<file path="config.mk">
export PLATFORM = sky130hd
export DESIGN_NAME = period_meter
export DESIGN_NICKNAME = d
export VERILOG_FILES = /design/src/rtl/recorder_pkg.sv /design/src/rtl/period_meter_edge_sync.sv /design/src/rtl/period_meter.sv
export SDC_FILE = /design/constraint.sdc
export NUM_CORES = 1
export LEC_CHECK = 0
export ABC_AREA = 1
export CAP_MARGIN = 10
export CORE_MARGIN = 1
export CORE_UTILIZATION = 56
export CTS_BUF_LIST = sky130_fd_sc_hd__clkbuf_4
export DETAILED_ROUTE_END_ITERATION = 8
export GPL_ROUTABILITY_DRIVEN = 0
export GPL_TIMING_DRIVEN = 0
export PLACE_DENSITY = 0.84
export SYNTH_ARGS = -nofsm -noshare
export SYNTH_HDL_FRONTEND = slang
export SYNTH_SLANG_ARGS = --single-unit
export TNS_END_PERCENT = 1
</file>
<file path="constraint.sdc">
create_clock -name clk -period 1.7 [get_ports clk]
set_input_delay 0.34 -clock clk [delete_from_list [all_inputs] [get_ports clk]]
set_output_delay 0.34 -clock clk [all_outputs]
set_load 0.01 [all_outputs]
</file>
<file path="src/rtl/recorder_pkg.sv">
// Shared constants and types for the recorder measurement blocks.
//   CNT_WIDTH      : default cycle-counter width
//   CLK_HZ         : system clock frequency
//   DEF_MIN_PERIOD : default glitch-rejection threshold (cycles)
//   DEF_MAX_PERIOD : default loss-of-signal threshold (cycles)
//   state_t        : period meter state encoding
package recorder_pkg;

  localparam int unsigned CNT_WIDTH      = 27;
  localparam int unsigned CLK_HZ         = 100_000_000;
  localparam int unsigned DEF_MIN_PERIOD = 16;
  localparam int unsigned DEF_MAX_PERIOD = 100_000_000;

  typedef enum logic {
    IDLE = 1'b0,
    RUN  = 1'b1
  } state_t;

endpackage

</file>
<file path="src/rtl/period_meter_edge_sync.sv">
// Two-flop synchronizer followed by a rising-edge detector.
//   clk    : system clock
//   reset  : synchronous, active-high
//   d      : asynchronous input level
//   rise_c : high for one cycle after a synchronized rising edge
module edge_sync (
  input  logic clk,
  input  logic reset,
  input  logic d,
  output logic rise_c
);

  logic sync1;
  logic sync2;
  logic prev;

  // Synchronizer chain plus one delay stage for edge detection.
  always_ff @(posedge clk) begin
    if (reset) begin
      sync1 <= 1'b0;
      sync2 <= 1'b0;
      prev  <= 1'b0;
    end else begin
      sync1 <= d;
      sync2 <= sync1;
      prev  <= sync2;
    end
  end

  assign rise_c = sync2 & ~prev;

endmodule

</file>
<file path="src/rtl/period_meter.sv">
// Measures the clk-cycle interval between rising edges of sig_in, averages
// 2^AVG_LOG2 consecutive periods per report, ignores edges closer than
// MIN_PERIOD to the last accepted edge and flags loss of signal after
// MAX_PERIOD cycles without an accepted edge.
//   clk          : system clock
//   reset        : synchronous, active-high
//   enable       : measurement enable; low returns to IDLE
//   sig_in       : asynchronous input level
//   period       : averaged period in clk cycles (registered)
//   period_valid : one-cycle strobe when period updates
//   locked       : high once a period has been reported
//   timeout      : one-cycle strobe on loss of signal
module period_meter
  import recorder_pkg::*;
#(
  parameter int unsigned WIDTH      = CNT_WIDTH,
  parameter int unsigned AVG_LOG2   = 2,
  parameter int unsigned MIN_PERIOD = DEF_MIN_PERIOD,
  parameter int unsigned MAX_PERIOD = DEF_MAX_PERIOD
) (
  input  logic             clk,
  input  logic             reset,
  input  logic             enable,
  input  logic             sig_in,
  output logic [WIDTH-1:0] period,
  output logic             period_valid,
  output logic             locked,
  output logic             timeout
);

  localparam int unsigned ACC_W   = WIDTH + AVG_LOG2;
  localparam int unsigned NS_W    = AVG_LOG2 + 1;
  localparam int unsigned NS_LAST = (1 << AVG_LOG2) - 1;

  state_t           state;
  logic [WIDTH-1:0] cnt;
  logic [ACC_W-1:0] acc;
  logic [NS_W-1:0]  nsamp;

  logic             edge_c;
  logic             accept_c;
  logic             batch_done_c;
  logic             cnt_max_c;
  logic [ACC_W-1:0] sum_c;

  edge_sync u_edge_sync (
    .clk    (clk),
    .reset  (reset),
    .d      (sig_in),
    .rise_c (edge_c)
  );

  // An edge at exactly MAX_PERIOD is still accepted, so acceptance is
  // evaluated before the timeout condition.
  assign cnt_max_c    = (cnt == WIDTH'(MAX_PERIOD));
  assign accept_c     = (state == RUN) && edge_c && (cnt >= WIDTH'(MIN_PERIOD));
  assign batch_done_c = accept_c && (nsamp == NS_W'(NS_LAST));
  assign sum_c        = acc + ACC_W'(cnt);

  // Measurement FSM with registered outputs.
  always_ff @(posedge clk) begin
    if (reset) begin
      state        <= IDLE;
      cnt          <= '0;
      acc          <= '0;
      nsamp        <= '0;
      period       <= '0;
      period_valid <= 1'b0;
      locked       <= 1'b0;
      timeout      <= 1'b0;
    end else begin
      period_valid <= 1'b0;
      timeout      <= 1'b0;
      if (!enable) begin
        state  <= IDLE;
        cnt    <= '0;
        acc    <= '0;
        nsamp  <= '0;
        locked <= 1'b0;
      end else begin
        case (state)
          IDLE: begin
            // First edge only starts the counter; no sample is taken.
            acc   <= '0;
            nsamp <= '0;
            if (edge_c) begin
              cnt   <= WIDTH'(1);
              state <= RUN;
            end else begin
              cnt <= '0;
            end
          end
          RUN: begin
            if (accept_c) begin
              cnt <= WIDTH'(1);
              if (batch_done_c) begin
                period       <= WIDTH'(sum_c >> AVG_LOG2);
                period_valid <= 1'b1;
                locked       <= 1'b1;
                acc          <= '0;
                nsamp        <= '0;
              end else begin
                acc   <= sum_c;
                nsamp <= nsamp + NS_W'(1);
              end
            end else if (cnt_max_c) begin
              timeout <= 1'b1;
              locked  <= 1'b0;
              period  <= '0;
              state   <= IDLE;
              cnt     <= '0;
              acc     <= '0;
              nsamp   <= '0;
            end else begin
              cnt <= cnt + WIDTH'(1);
            end
          end
          default: begin
            state <= IDLE;
            cnt   <= '0;
          end
        endcase
      end
    end
  end

endmodule

</file>
== Yosys cells after proc, flatten, opt, wreduce, memory -nomap -nowiden ==
Cells that the tools add are included.

* Input port bits: 4
* Output and inout bits: 30
* Logic and storage cells: 57
* Bits in registers: 93

* Bitwise logic cells: 5
* Muxes and demuxes: 24
* Add/subtract/negate cells: 3
* Reductions and logical operators: 9
* Eq/ne operators: 4
* Order comparisons: 1

{| class="wikitable"
|+ Operators by type and width
! operator !! number
|-
| $mux 27 || 5
|-
| $mux 29 || 3
|-
| $pmux 29 s2 || 1
|-
| $pmux 27 s2 || 1
|-
| $add 29x27->29 || 1
|-
| $add 27x1->27 const B || 1
|-
| $eq 27x27->1 const B || 1
|-
| $ge 27x5->1 const B || 1
|-
| $mux 1 || 9
|-
| $mux 3 || 3
|-
| $reduce_or 4->1 || 2
|-
| $pmux 3 s2 || 1
|-
| $not 1->1 || 4
|-
| $reduce_and 4->1 || 1
|-
| $add 3x1->3 const B || 1
|-
| $eq 3x2->1 const B || 1
|-
| $logic_and 1x1->1 || 3
|-
| $ne 3x1->1 const B || 1
|-
| $reduce_and 3->1 || 1
|-
| $ne 2x1->1 const B || 1
|-
| $pmux 1 s2 || 1
|-
| $reduce_bool 2->1 || 1
|-
| $reduce_or 2->1 || 1
|-
| $and 1x1->1 || 1
|}

== Logic depth before layout (Yosys ltp) ==
* Word-level depth: 8
* Depth in mapped cells: 14
* Mapped depth without buffers: 14

== Modules after synthesis ==
Synthesis repeated with hierarchy kept, for this count alone.

* Cell total of the unflattened synthesis: 1010
* Area, all modules: 6213.5 um^2

{| class="wikitable"
|+ By module, submodules not included
! module !! sequential area each (um^2) !! cells an instance !! instances !! area each (um^2)
|-
| period_meter || 1801.7 || 1000 || 1 || 6127.1
|-
| edge_sync || 60.1 || 10 || 1 || 86.3
|}

== Least setup slack after synthesis ==
Ideal clock, no wire load.

* Path kind: register to register
* From: register cnt[0]
* To: register period[14]
* Library setup time: 0.071 ns
* Stages on the path, launching flop included: 14
* Setup slack: -0.206 ns
* Arrival time: 1.835 ns
* Period minus slack after synthesis: 1.906 ns
* Data required time: 1.629 ns
* Path buffers: 0
* Cells stage by stage: dfxtp_1 -> ha_1 -> inv_1 -> fa_1 -> inv_1 -> nand3_1 -> nand2_1 -> nand2_1 -> nand2_1 -> nand2_1 -> nand2_1 -> xor2_1 -> nand2_1 -> a21oi_1

* Cells in the longest elaborated chain, start to end: 5
* Elaborated cells on any way between the ends: 10
* Classes of those cells: add/sub (1); order compare (1); eq/ne (2); mux (2); reduce/logical (4)

{| class="wikitable"
|+ RTL lines
! element !! RTL line !! RTL
|-
| start, declared || period_meter.sv:36 || <nowiki>logic [WIDTH-1:0] cnt;</nowiki>
|-
| start signal, assigned || period_meter.sv:115 || <nowiki>cnt <= cnt + WIDTH'(1);</nowiki>
|-
| $ge 27x5->1 || period_meter.sv:56 || <nowiki>assign accept_c = (state == RUN) && edge_c && (cnt >= WIDTH'(MIN_PERIOD));</nowiki>
|-
| $logic_and 1x1->1 || period_meter.sv:56 ||
|-
| $logic_and 1x1->1 || period_meter.sv:57 || <nowiki>assign batch_done_c = accept_c && (nsamp == NS_W'(NS_LAST));</nowiki>
|-
| $ne 2x1->1 (no source line) || - ||
|-
| $reduce_and 4->1 (no source line) || - ||
|-
| end signal, assigned || period_meter.sv:97 || <nowiki>period <= WIDTH'(sum_c >> AVG_LOG2);</nowiki>
|-
| end, declared || period_meter.sv:25 || <nowiki>output logic [WIDTH-1:0] period,</nowiki>
|}

Parallel ways exist; a longest one is shown, timed or not. The select of a mux whose other input is x is not followed.
A chain may end at the register's enable or synchronous reset.

== Worst setup path in the final report ==
* From: register cnt[0]
* To: register acc[16]

* Cells in the longest elaborated chain, start to end: 6
* Elaborated cells on any way between the ends: 9
* Classes of those cells: add/sub (1); order compare (1); eq/ne (2); mux (3); reduce/logical (2)

{| class="wikitable"
|+ RTL lines
! element !! RTL line !! RTL
|-
| $ge 27x5->1 || period_meter.sv:56 ||
|-
| $logic_and 1x1->1 || period_meter.sv:56 ||
|-
| $logic_and 1x1->1 || period_meter.sv:57 ||
|-
| $mux 29 || period_meter.sv:96 || <nowiki>if (batch_done_c) begin</nowiki>
|-
| $mux 29 || period_meter.sv:94 || <nowiki>if (accept_c) begin</nowiki>
|-
| $pmux 29 s2 || period_meter.sv:81 || <nowiki>case (state)</nowiki>
|-
| end signal, assigned || period_meter.sv:103 || <nowiki>acc <= sum_c;</nowiki>
|-
| end, declared || period_meter.sv:37 || <nowiki>logic [ACC_W-1:0] acc;</nowiki>
|}

Parallel ways exist; a longest one is shown, timed or not.

==> impl_results.md <==
- Cell area after synthesis: 5960 sq um
- Crit path capture type: flop
- Skew final: 24.9 ps
- Htree depth: 3
- # nets final: about 1100
- Initial antenna violation count: 0
- TritonCTS Buffers: 9
- Die Y: around 110 um
- Pins Over Slew Limit: 0
- Final hold violations: 0
- Global-route wire length before repair: 26.5 mm
- # port buffers: 33
- Die Span X: 105 um
- Antenna viol nets, final: 0
- Post-CTS Hold Buffers: 0
- Clock sink count: 93
- Most common cell after layout, fill and taps aside: nand2_1
- Final Cell Area: 7220 sq um
- Outcome: finished, violations left
- Crit path DAT: 2470 ps
- Clock Tree Buf Depth: 2
- Worst hold margin: 351 ps
- Share of layout cells above drive strength 1: 0.168
- Drt drc: 0
- Reg power frac: 0.634
- Vias in the first global route: 5733
- Sw Ratio: 0.264
- Worst min path class: primary input to flop
- Worst slew margin: 0.574
- Period utilization: 1.19
- Vias per cell: around 5.3
- Wire per inst: between 10 and 15 um
- Clock latency on the worst-skew pair: 490 ps
- Slew at the pin closest to its max-slew limit: 630 ps
- Synth cell types: 32
- Die footprint: 11100 sq um
- Syn_nets: between 1000 and 1500
- Row count: 37
- GRT Resource Usage Total: 0.305
- Initial DRC count: ~520
- Largest net degree at the start of global routing: 19
- Top Ports: 34
- Most frequent cells in the layout: nand2_1, inv_1, nor2_1
- Critical path class: flop to flop
- Slowest cell on the critical path: dfxtp_4
- Setup crit start kind: flop
- Seq cells post-synth: 93
- Final core occ: 0.700
- Min Clock Period, post-route: 2030 ps
- Power share of the clock group: 0.350
- Max-cap violations: 0
- Fmax: 494 MHz
- DRT Wirelength: 17.1 mm
- P per Cell Area: approximately 480 nW/um^2
- CP max FO: 4
- Worst Path Required: 2140 ps
- Syn Area/Cell: around 6.0 sq um
- CP max stage delay: 430 ps
- Static Leakage: approximately 3.7 nW
- Final setup fails: 84
- First-pass DRT Iterations: 6
- TNS Setup: -13770 ps
- Total grt overflow: 0
- Sw Pwr: 0.908 mW
- Pint: 2.53 mW
- Post-place instance area: 6480 sq um
- YS warnings: 0
- Sequential fraction of the synthesis area: 0.313
- Cells after Synth: 992
- Layout area overhead: 21.3%
- Failing checks: negative setup slack
- VDD IR max: 0.622 mV
- Logic pwr share: 0.016
- Crit path cell chain: ha_4 > inv_2 > fa_2 > inv_2 > nand3_2 > nand2_4 > nand2_4 > nand2_4 > nand2_2 > nand2_2 > xor2_2 > buf_4 > nand2_2 > nand2_1
- Clock transition at the registers of the reported paths: 170 ps
- Core area: between 10000 and 15000 sq um
- TritonCTS clock tree: yes
- Initial core utilization: 0.577
- Inserted Diodes: 0
- Setup WS pre-CTS: -885 ps
- Setup ws final: -325 ps
- DR vias: roughly 6300
- CTS Root Cell: clkbuf_4
- Detailed placement HPWL: 12.2 mm
- RSZ-0062 raised after global routing: true
==> cells in the mapped netlist <==
master / instances / area share
nand2_1: 401 / 0.25
inv_1: 159 / 0.10
nor2_1: 96 / 0.061
dfxtp_1: 93 / 0.31
nand3_1: 60 / 0.050
a21oi_1: 53 / 0.045
ha_1: 30 / 0.063
xor2_1: 15 / 0.022
o21ai_0: 13 / 0.011
nand4_1: 11 / 0.012
nor3_1: 9 / 0.0076
inv_2: 6 / 0.0038
buf_2: 5 / 0.0042
buf_4: 4 / 0.0050
clkbuf_1: 4 / 0.0025
nor2_2: 4 / 0.0042
nor3b_1: 4 / 0.0050
nor4_1: 4 / 0.0042
nand2_2: 3 / 0.0032
xnor2_1: 3 / 0.0044
buf_6: 2 / 0.0038
nor3_2: 2 / 0.0034
o21bai_1: 2 / 0.0025
fa_1: 1 / 0.0034
nand2_4: 1 / 0.0019
nand3_2: 1 / 0.0017
nor2_8: 1 / 0.0034
nor3_4: 1 / 0.0027
nor4b_1: 1 / 0.0015
or2_1: 1 / 0.0011
or2_2: 1 / 0.0011
or3_1: 1 / 0.0011
==> final timing paths <==
path	slack [ps]	cells past startpoint	endpoint	startpoint
max	-330	14	acc[16]	cnt[0]
min	350	3	u_edge_sync.sync1	sig_in
max reg2reg	-330	14	acc[16]	cnt[0]
min reg2reg	440	2	u_edge_sync.sync2	u_edge_sync.sync1
==> cells by family after synthesis <==
family | count (synthesis) | synth area share
fa+ha+maj | 31 | 0.0664
simple gates | 602 | 0.417
compound gates | 68 | 0.0580
buf+inv | 180 | 0.120
xor+xnor | 18 | 0.0265
flops | 93 | 0.313
==> area by class of cell <==
class	instances	area (sq um)
timing repair buffer	44	399
multi-input combinational	719	3840
fill	838	3100
tap	136	170
buffer	15	138
clock buffer	9	67.6
sequential	93	1910
clock inverter	7	65.1
inverter	165	627
==> flip-flops by register name, indices dropped and copies added, names as in the netlist <==
name	flops
timeout	1
locked	1
u_edge_sync.prev	1
period	27
acc	29
cnt	27
u_edge_sync.sync2	1
period_valid	1
nsamp	3
state	1
u_edge_sync.sync1	1
==> through the flow <==
step / power, mW / cells
floorplan: 2.26 / 992
global placement: 2.28 / 1161
detailed placement: 2.28 / 1161
CTS: 3.45 / 1187
global route: 3.54 / 1188
finish: 3.44 / 1188
==> layer usage <==
metal | vias to the layer above | GRT usage | wire length, um
li1 | 3145 | - | -
met1 | 2840 | 0.379 | 7290
met2 | 259 | 0.499 | 7910
met3 | 63 | 0.0667 | 1230
met4 | 0 | 0.146 | 715
met5 | - | 0 | 0
==> critical path: cells and delay by family, from the launching register on <==
family | cells | cell delay [ps]
DFF | 1 | 430
buffers and inverters | 3 | 280
adders and majority gates | 2 | 520
and+or+nand+nor | 8 | 580
xor gates and xnor gates | 1 | 170
==> power groups by stage <==
stage          combinational (mW)  sequential [mW]  clock [mW]
3_3_place_gp               0.0451             2.23           0
3_5_place_dp               0.0457             2.23           0
5_1_grt                    0.0585             2.18        1.30
2_1_floorplan              0.0270             2.23           0
4_1_cts                    0.0487             2.19        1.22
6_report                   0.0538             2.18        1.20
==> what timing repair did <==
| action | in CTS | in global routing |
|---|---|---|
| endpoints found under the setup margin | 113 | 92 |
| pin swaps | 15 | 24 |
| buffers inserted | 10 | 1 |
| gates resized for setup | 115 | 70 |
| gates cloned | 0 | 0 |
(Power assumes the default switching activity.)
